===== config.mk =====
export PLATFORM = sky130hd
export DESIGN_NAME = demux_4_seq
export DESIGN_NICKNAME = d
export VERILOG_FILES = /design/src/rtl/demux_4_seq.sv
export SDC_FILE = /design/constraint.sdc
export NUM_CORES = 1
export LEC_CHECK = 0
export BUFFER_PORTS_ARGS = -buffer_cell sky130_fd_sc_hd__clkbuf_2
export CAP_MARGIN = 0
export CORE_MARGIN = 5
export CORE_UTILIZATION = 51
export CTS_CLUSTER_SIZE = 12
export DETAILED_ROUTE_END_ITERATION = 12
export PLACE_DENSITY = 0.82
export SKIP_LAST_GASP = 1
export SYNTH_ARGS = -nofsm -noshare
export SYNTH_HDL_FRONTEND = slang
export SYNTH_SLANG_ARGS = --single-unit

===== constraint.sdc =====
create_clock -name i_clk -period 2.2 [get_ports i_clk]
set_input_delay 0.33 -clock i_clk [delete_from_list [all_inputs] [get_ports i_clk]]
set_output_delay 0.33 -clock i_clk [all_outputs]
set_load 0.01 [all_outputs]

===== src/rtl/demux_4_seq.sv =====
// demux_4_seq: registered 1-to-4 distributor with addressed and round-robin lane selection
module demux_4_seq #(
  parameter int N = 64
) (
  input  logic         i_clk,
  input  logic         i_rst_n,
  input  logic [N-1:0] i_in,
  input  logic         i_valid,
  output logic         o_ready,
  input  logic [1:0]   i_s,
  input  logic         i_mode,
  output logic [N-1:0] o_out0,
  output logic [N-1:0] o_out1,
  output logic [N-1:0] o_out2,
  output logic [N-1:0] o_out3,
  output logic [3:0]   o_valid,
  input  logic [3:0]   i_ack,
  output logic [1:0]   o_ptr
);
  logic [N-1:0] r_out [4];
  logic [3:0]   r_valid;
  logic [1:0]   r_ptr;
  logic [1:0]   w_tgt;
  logic         w_accept;
  logic [3:0]   w_sel;
  // target lane, readiness and one-hot write strobe; i_valid gates the strobe so don't-care data cannot disturb state
  always_comb begin
    w_tgt    = i_mode ? r_ptr : i_s;
    o_ready  = !r_valid[w_tgt] | i_ack[w_tgt];
    w_accept = i_valid & o_ready;
    w_sel    = w_accept ? (4'b0001 << w_tgt) : 4'b0000;
  end
  // valid flags drop on ack unless the same lane is refilled; pointer advances only on round-robin accepts
  always_ff @(posedge i_clk or negedge i_rst_n) begin
    if (!i_rst_n) begin
      r_valid <= 4'b0000;
      r_ptr   <= 2'd0;
    end else begin
      r_valid <= (r_valid & ~i_ack) | w_sel;
      r_ptr   <= r_ptr + {1'b0, w_accept & i_mode};
    end
  end
  for (genvar k = 0; k < 4; k++) begin : g_lane
    // holding register keeps its word after ack; only a new accept overwrites it
    always_ff @(posedge i_clk or negedge i_rst_n) begin
      if (!i_rst_n) r_out[k] <= '0;
      else if (w_sel[k]) r_out[k] <= i_in;
    end
  end
  assign o_out0  = r_out[0];
  assign o_out1  = r_out[1];
  assign o_out2  = r_out[2];
  assign o_out3  = r_out[3];
  assign o_valid = r_valid;
  assign o_ptr   = r_ptr;
endmodule


==> results.rst, run 1 <==
.. list-table::
   :header-rows: 1

   * - Metric
     - Value
   * - Outcome
     - finished clean
   * - Cell depth of the worst flop-to-flop path
     - 4
   * - Maximum clock frequency
     - ~480 MHz
   * - Setup repair after global routing missed its margin
     - false
   * - ANT nets after route
     - 0
   * - Die span in x
     - approximately 150 µm
   * - Relative max-transition margin
     - 0.6870
   * - Origin of the critical flop-to-flop path
     - o_ptr[0]
   * - Arrival time of the worst setup path
     - 1.75 ns
   * - R2R setup slack
     - about 0.36 ns
   * - Yosys synthesis warning count
     - 0
   * - DRC
     - 0
   * - Depth of the CTS H-tree
     - 1
   * - Final core utilization
     - 0.6525
   * - # nets final
     - roughly 1,000
   * - Number of max-capacitance violations reported
     - 0
   * - Flop and latch count out of synthesis
     - between 200 and 300
   * - Most frequent cells after synthesis
     - 262 x sky130_fd_sc_hd__dfrtp_1, 100 x sky130_fd_sc_hd__mux2_4, 97 x sky130_fd_sc_hd__mux2_1
   * - Element type at the critical path start
     - flip-flop
   * - Worst Skew
     - around 0.016 ns
   * - Number of antenna violations at the first check in global routing
     - 0
   * - Ant. Diodes
     - 0
   * - Root Driver
     - sky130_fd_sc_hd__clkbuf_16
   * - Num CTS Buffers
     - 27
   * - Clock-pin slew on the worst setup and hold paths
     - approximately 0.060 ns
   * - Wire length per cell
     - between 20 and 25 µm
   * - Net count after synthesis
     - 646
   * - Initial Utilization
     - 0.5129
   * - Iter 0 DRT Violations
     - 217
   * - Area share of the largest cell type after synthesis
     - 0.6379
   * - Average instance area after synthesis
     - 18.00 µm²
   * - Synth cell types
     - 18
   * - Gate count after technology mapping
     - 571
   * - Die outline area
     - 23,090 µm²
   * - Worst path top cell family by delay
     - multiplexers
   * - Class of the worst hold path
     - input port to flip-flop
   * - Pins over their slew limit
     - 0
   * - Weighted congestion reported at the end of routability-driven placement
     - around 0.84
   * - Area Overhead vs Synth
     - 27.22%
   * - Setup Total Neg Slack
     - 0 ns
   * - P per Cell Area
     - 1582 nW/µm²
   * - Via count of the first global-routing pass
     - a little under 7,000
   * - Sink of the worst hold path
     - o_out0[31]
   * - Longest Clk Path Bufs
     - 3
   * - Critical Path RT
     - about 1.9 ns
   * - Most common flop cell mapped by yosys
     - sky130_fd_sc_hd__dfrtp_1
   * - I/O pin count
     - ~340
   * - Mapped Area
     - just over 10,000 µm²
   * - Worst hold path cell count
     - 2
   * - Worst r2r dst
     - o_out1[63]
   * - Port-buffer cells
     - 336
   * - Origin of the worst min-delay path
     - i_in[31]
   * - Biggest fanout along the worst timing path
     - 5
   * - Drt via density
     - between 5 and 6
   * - Post-detailed-routing wire length
     - ~24,000 µm
   * - Sequential area share after synthesis
     - 0.6379
   * - First-pass GRT wire length
     - around 40,000 µm
   * - Worst setup path category
     - flip-flop to output port
   * - Critical-path cell list
     - mux2i_4 > mux2i_1 > mux2i_1 > clkbuf_2
   * - Final critical path time including I/O delays and setup
     - 2.076 ns
   * - Async SR Flop Fraction
     - 1.000
   * - Total setup violations reported at the end of the flow
     - 0
   * - Transition time of the tightest slew-check pin
     - about 0.47 ns
   * - Slowest-stage cell, CP
     - sky130_fd_sc_hd__dfrtp_1
   * - Latest clock arrival within the worst-skew pair
     - around 0.52 ns
   * - Via count
     - a little over 6,000
   * - Maximum number of pins on one net before global-route repair
     - between 50 and 60
   * - Most instantiated library cell after synthesis
     - sky130_fd_sc_hd__dfrtp_1
   * - Number of flops mapped to enable cells by yosys
     - 0
   * - Final global-route overflow total
     - 0
   * - Worst path bufs/invs
     - 1
   * - Number of placement rows
     - 52
   * - Core Footprint
     - around 20,000 µm²
   * - CTS sink cnt
     - around 260
   * - Critical Path Max Stage Delay
     - approximately 0.46 ns
   * - Hold slack final
     - 0.07472 ns
   * - Cell occurring most often along the worst timing path
     - sky130_fd_sc_hd__mux2i_1
   * - Crit path capture type
     - output port
   * - HPWL after DPL
     - around 17,000 µm
   * - Post-CTS setup-driven buffer insertion count
     - 0
   * - Cell types with the largest area share after synthesis
     - sky130_fd_sc_hd__dfrtp_1 64%, sky130_fd_sc_hd__mux2_4 15%, sky130_fd_sc_hd__mux2_1 11%
   * - IR drop worst, VDD
     - between 0.9 and 1 mV
   * - Cell accounting for the most synthesized area
     - sky130_fd_sc_hd__dfrtp_1
   * - Clock tree from TritonCTS
     - done
   * - Proportion of layout cells with a drive suffix above 1
     - 0.5855
   * - Fin crit share
     - 0.9435
   * - Number of search-and-repair iterations in the first detailed-routing pass
     - 4
   * - Aggregate global-route resource usage
     - 0.2095
   * - Leakage dissipation
     - just under 7 nW
   * - Final Hold Vio Count
     - 0
   * - Die H
     - about 150 µm
[per-stage QoR]
| step | cell area [µm²] | cells | power, mW | setup WS (ns) |
|---|---|---|---|---|
| after floorplan | 10280 | 571 | 12.94 | 0.5847 |
| after global placement | 12270 | 1163 | 16.35 | 0.3140 |
| after detailed placement | 12270 | 1163 | 16.71 | 0.2859 |
| after CTS | 13070 | 1206 | 20.92 | 0.05912 |
| after global routing | 13080 | 1206 | 21.86 | 0.02284 |
| final | 13080 | 1206 | 20.69 | 0.1242 |
[placed cells by master (no fill, tap or decap)]
cell,netlist,routed
sky130_fd_sc_hd__buf_4,4,3
sky130_fd_sc_hd__inv_6,0,1
sky130_fd_sc_hd__mux2_2,61,61
sky130_fd_sc_hd__clkinv_2,0,4
sky130_fd_sc_hd__dlygate4sd3_1,0,1
sky130_fd_sc_hd__a211oi_1,1,1
sky130_fd_sc_hd__ha_1,1,1
sky130_fd_sc_hd__mux2i_4,0,1
sky130_fd_sc_hd__nor3_1,1,1
sky130_fd_sc_hd__mux2_1,97,97
sky130_fd_sc_hd__nand2b_1,4,4
sky130_fd_sc_hd__buf_8,0,1
sky130_fd_sc_hd__clkbuf_2,0,335
sky130_fd_sc_hd__clkbuf_8,0,4
sky130_fd_sc_hd__mux2i_1,4,4
sky130_fd_sc_hd__clkbuf_16,0,27
sky130_fd_sc_hd__buf_12,0,11
sky130_fd_sc_hd__dfrtp_1,262,262
sky130_fd_sc_hd__nand4_1,4,4
sky130_fd_sc_hd__nand2_1,4,4
sky130_fd_sc_hd__inv_1,1,1
sky130_fd_sc_hd__xor2_1,1,1
sky130_fd_sc_hd__mux2_4,100,100
sky130_fd_sc_hd__clkbuf_1,0,6
sky130_fd_sc_hd__o311ai_0,1,1
[what timing repair did]
action                                  4_1_cts  5_1_grt
resized for setup                             0        1
hold buffers                                  1        0
hold endpoints to repair                     51        0
endpoints found under the setup margin        0        1
[layout make-up]
type	instances	area (µm²)
multi-input combinational	280	3451
tap	270	337.8
timing repair buffer	351	1944
sequential	262	6556
clock buffer	37	753.2
fill	1486	6964
clock inverter	5	28.78
inverter	1	3.754
[worst max path at each step]
stage | start | to | depth (start not counted)
2_1_floorplan | o_ptr[0] | o_out1[0] | 5
3_5_place_dp | i_mode | o_out0[39] | 5
6_report | o_ptr[1] | o_ready | 4
5_1_grt | o_ptr[1] | o_ready | 4
4_1_cts | o_ptr[1] | o_ready | 4
3_3_place_gp | i_mode | o_out0[42] | 5
[registers in the layout, indices dropped and copies added, names as in the netlist]
| name | count |
|---|---|
| o_valid | 4 |
| o_out0 | 64 |
| o_out2 | 64 |
| o_out3 | 64 |
| o_ptr | 2 |
| o_out1 | 64 |
[cell families (layout without fill, tap and decap cells)]
logic type / count (synthesis) / after routing / share of synthesized area
AND/OR/NAND/NOR: 13 / 13 / 0.006816
buffers and inverters: 29 / 394 / 0.02715
XOR/XNOR: 1 / 1 / 0.0008524
multiplexers: 263 / 263 / 0.3244
AO/OA/AOI/OAI: 2 / 2 / 0.001583
flip-flops: 262 / 262 / 0.6379
adder cells (fa/ha/maj): 1 / 1 / 0.001217
[power by group]
group,internal [mW],switching [mW],total (mW)
Clock,2.36,1.75,4.11
Sequential,7.28,1.43,8.71
Combinational,4.12,3.75,7.87
[metal layers]
layer | routed length, µm | share of wire | GRT usage | vias up
met4 | 923 | 0.038 | 0.07534 | 0
met1 | 9831 | 0.40 | 0.2637 | 3171
met5 | 0 | 0 | 0 | -
li1 | - | - | - | 2722
met3 | 1537 | 0.063 | 0.05091 | 61
met2 | 12110 | 0.50 | 0.3554 | 235
Note: power is estimated with default switching activity, not from simulation.
==> inputs of run 2 (changes only) <==
==> constraint.sdc (replaced) <==
create_clock -name i_clk -period 2.2 [get_ports i_clk]
set_input_delay 0.33 -clock i_clk [delete_from_list [all_inputs] [get_ports i_clk]]
set_output_delay 0.33 -clock i_clk [all_outputs]
set_load 0.1 [all_outputs]
==> results.rst, run 2 (synthesis gave the netlist of run 1 again) <==
.. list-table::
   :header-rows: 1

   * - Metric
     - Value
   * - Maximum number of pins on one net before global-route repair
     - 70
   * - Most common library cell in the layout ignoring fill and taps
     - sky130_fd_sc_hd__clkbuf_2
   * - Met1 Resource Use GR
     - 0.2720
   * - Total setup violations reported at the end of the flow
     - 0
   * - Via count
     - roughly 6,200
   * - Fillcell total
     - between 1,000 and 1,500
   * - Initial Utilization
     - 0.5129
   * - Drt via density
     - 5.100
   * - Post-detailed-routing wire length
     - roughly 24,000 µm
   * - # nets final
     - approximately 1,000
   * - Minimum setup slack after placement
     - ~0.26 ns
   * - Die H
     - 152.0 µm
   * - Number of max-capacitance violations reported
     - 0
   * - Worst r2r dst
     - o_out1[63]
   * - Root Driver
     - sky130_fd_sc_hd__clkbuf_16
   * - Latest clock arrival within the worst-skew pair
     - around 0.53 ns
   * - DRC
     - 0
   * - Worst path top cell family by delay
     - multiplexers
   * - Clock tree from TritonCTS
     - done
   * - Die outline area
     - between 20,000 and 25,000 µm²
   * - First-pass GRT wire length
     - 39,490 µm
   * - Proportion of layout cells with a drive suffix above 1
     - 0.5911
   * - Outcome
     - finished clean
   * - Pins over their slew limit
     - 0
   * - Aggregate global-route resource usage
     - 0.2081
   * - Worst Skew
     - 0.02218 ns
   * - Slowest-stage cell, CP
     - sky130_fd_sc_hd__dfrtp_2
   * - Transition time of the tightest slew-check pin
     - 0.5850 ns
   * - Post-route worst setup slack
     - ~0.027 ns
   * - Peak-usage layer in the global routing report
     - met2
   * - ANT nets after route
     - 0
   * - GR met2 Demand/Resource
     - 0.3455
   * - Number of search-and-repair iterations in the first detailed-routing pass
     - 4
   * - Iter 0 DRT Violations
     - 189
   * - Area Overhead vs Synth
     - 28.43%
   * - Crit path capture type
     - output port
   * - Met3 demand-to-capacity share in global routing
     - 0.05688
   * - Sink of the worst hold path
     - o_out2[46]
   * - Port-buffer cells
     - 336
   * - I/O pin count
     - 337
   * - Commonest non-fill, non-tap cells in the layout
     - 334 x sky130_fd_sc_hd__clkbuf_2, 260 x sky130_fd_sc_hd__dfrtp_1, 100 x sky130_fd_sc_hd__mux2_4, 97 x sky130_fd_sc_hd__mux2_1, 61 x sky130_fd_sc_hd__mux2_2
   * - Cell occurring most often along the worst timing path
     - sky130_fd_sc_hd__mux2i_4
   * - Area used by sequential logic in the layout
     - between 6000 and 7000 µm²
   * - Maximum clock frequency
     - between 400 and 500 MHz
   * - Critical Path RT
     - 1.87 ns
   * - Die span in x
     - approximately 150 µm
   * - Critical-path cell list
     - mux2i_4 > mux2i_2 > mux2i_4 > buf_12
   * - Origin of the worst min-delay path
     - i_in[46]
   * - Cell depth of the worst flop-to-flop path
     - 4
   * - Ant. Diodes
     - 0
   * - Setup repair after global routing missed its margin
     - true
   * - Weighted congestion reported at the end of routability-driven placement
     - 0.8317
   * - Clock-pin slew on the worst setup and hold paths
     - approximately 0.060 ns
   * - Fin crit share
     - 0.9879
   * - Biggest fanout along the worst timing path
     - 5
   * - Origin of the critical flop-to-flop path
     - o_ptr[0]
   * - Final global-route overflow total
     - 0
   * - Number of antenna violations at the first check in global routing
     - 0
   * - Arrival time of the worst setup path
     - about 1.8 ns
   * - HPWL after DPL
     - 17,080 µm
   * - Wire length per cell
     - roughly 20 µm
   * - Element type at the critical path start
     - flip-flop
   * - Class of the worst hold path
     - input port to flip-flop
   * - R2R setup slack
     - around 0.32 ns
   * - Longest Clk Path Bufs
     - 3
   * - Final Hold Vio Count
     - 0
   * - Critical Path Max Stage Delay
     - 0.46 ns
   * - CTS sink cnt
     - around 260
   * - Worst path bufs/invs
     - 1
   * - Number of placement rows
     - 52
   * - Relative max-transition margin
     - 0.6117
   * - Depth of the CTS H-tree
     - 1
   * - Worst hold path cell count
     - 2
   * - Core Footprint
     - around 20,000 µm²
   * - Final critical path time including I/O delays and setup
     - ~2.2 ns
   * - Num CTS Buffers
     - 28
   * - Worst setup path category
     - flip-flop to output port
   * - Via count of the first global-routing pass
     - around 7,000
   * - Multi-input gate area
     - roughly 3500 µm²
run 2: changes by cell type in the layout (fill, tap and decap cells not counted), moves of 2 or more:
| cell | delta |
|---|---|
| sky130_fd_sc_hd__dfrtp_2 | +2 |
| sky130_fd_sc_hd__buf_4 | +3 |
| sky130_fd_sc_hd__clkinv_2 | +3 |
| sky130_fd_sc_hd__clkbuf_8 | -4 |
| sky130_fd_sc_hd__clkbuf_1 | +3 |
| sky130_fd_sc_hd__mux2i_1 | -3 |
| sky130_fd_sc_hd__dfrtp_1 | -2 |
| sky130_fd_sc_hd__mux2i_2 | +2 |
| sky130_fd_sc_hd__bufinv_16 | +2 |
run 2: how the worst max path moves through the flow:
stage | start | to | slack, ns | depth (start not counted)
after detailed placement | i_mode | o_out1[63] | 0.26 | 5
final | o_ptr[1] | o_ready | 0.03 | 4
after global placement | i_mode | o_out1[63] | 0.28 | 5
after CTS | o_ptr[1] | o_ready | 0.0007 | 4
after floorplan | o_valid[0] | o_ready | 0.09 | 3
after global routing | o_ptr[1] | o_ready | -0.05 | 4
run 2: stage by stage:
| step | utilization | instance area (µm²) | hold slack [ns] | std cells | setup TNS, ns |
|---|---|---|---|---|---|
| 3_3_place_gp | 0.6148 | 12320 | 0.3271 | 1165 | 0 |
| 3_5_place_dp | 0.6148 | 12320 | 0.3434 | 1165 | 0 |
| 4_1_cts | 0.6583 | 13190 | 0.04480 | 1213 | 0 |
| 6_report | 0.6587 | 13200 | 0.07085 | 1214 | 0 |
| 2_1_floorplan | - | 10290 | 0.03441 | 571 | 0 |
| 5_1_grt | 0.6587 | 13200 | 0.06431 | 1214 | -0.04723 |
run 2: cell type report:
type | count | area share
sequential | 262 | 0.4969
inverter | 1 | 0.0002844
timing repair buffer | 354 | 0.1502
clock buffer | 37 | 0.05565
multi-input combinational | 280 | 0.2630
clock inverter | 10 | 0.008437
tap | 270 | 0.02559
run 2: routing by layer:
| layer | vias up | part of all wire |
|---|---|---|
| met3 | 44 | 0.072 |
| met4 | 0 | 0.026 |
| met1 | 3160 | 0.41 |
| met2 | 249 | 0.49 |
| met5 | - | 0 |
| li1 | 2738 | - |
run 2: worst register-to-register path: stages, from the launching register on:
cell	delay (ns)
sky130_fd_sc_hd__dfrtp_2	0.46
sky130_fd_sc_hd__mux2_4	0.31
sky130_fd_sc_hd__nand4_1	0.22
sky130_fd_sc_hd__buf_12	0.32
sky130_fd_sc_hd__mux2_2	0.44
run 2: timing repair:
| item | in CTS | in global routing |
|---|---|---|
| endpoints found under the hold margin | 60 | 0 |
| hold buffers | 1 | 0 |
| buffers inserted | 0 | 1 |
| setup endpoints to repair | 1 | 1 |
| gates resized for setup | 3 | 0 |
Power of run 2 is left out: the tool's default activity adds up to more than one toggle a clock period on the data nets, which glitch-free logic cannot reach.
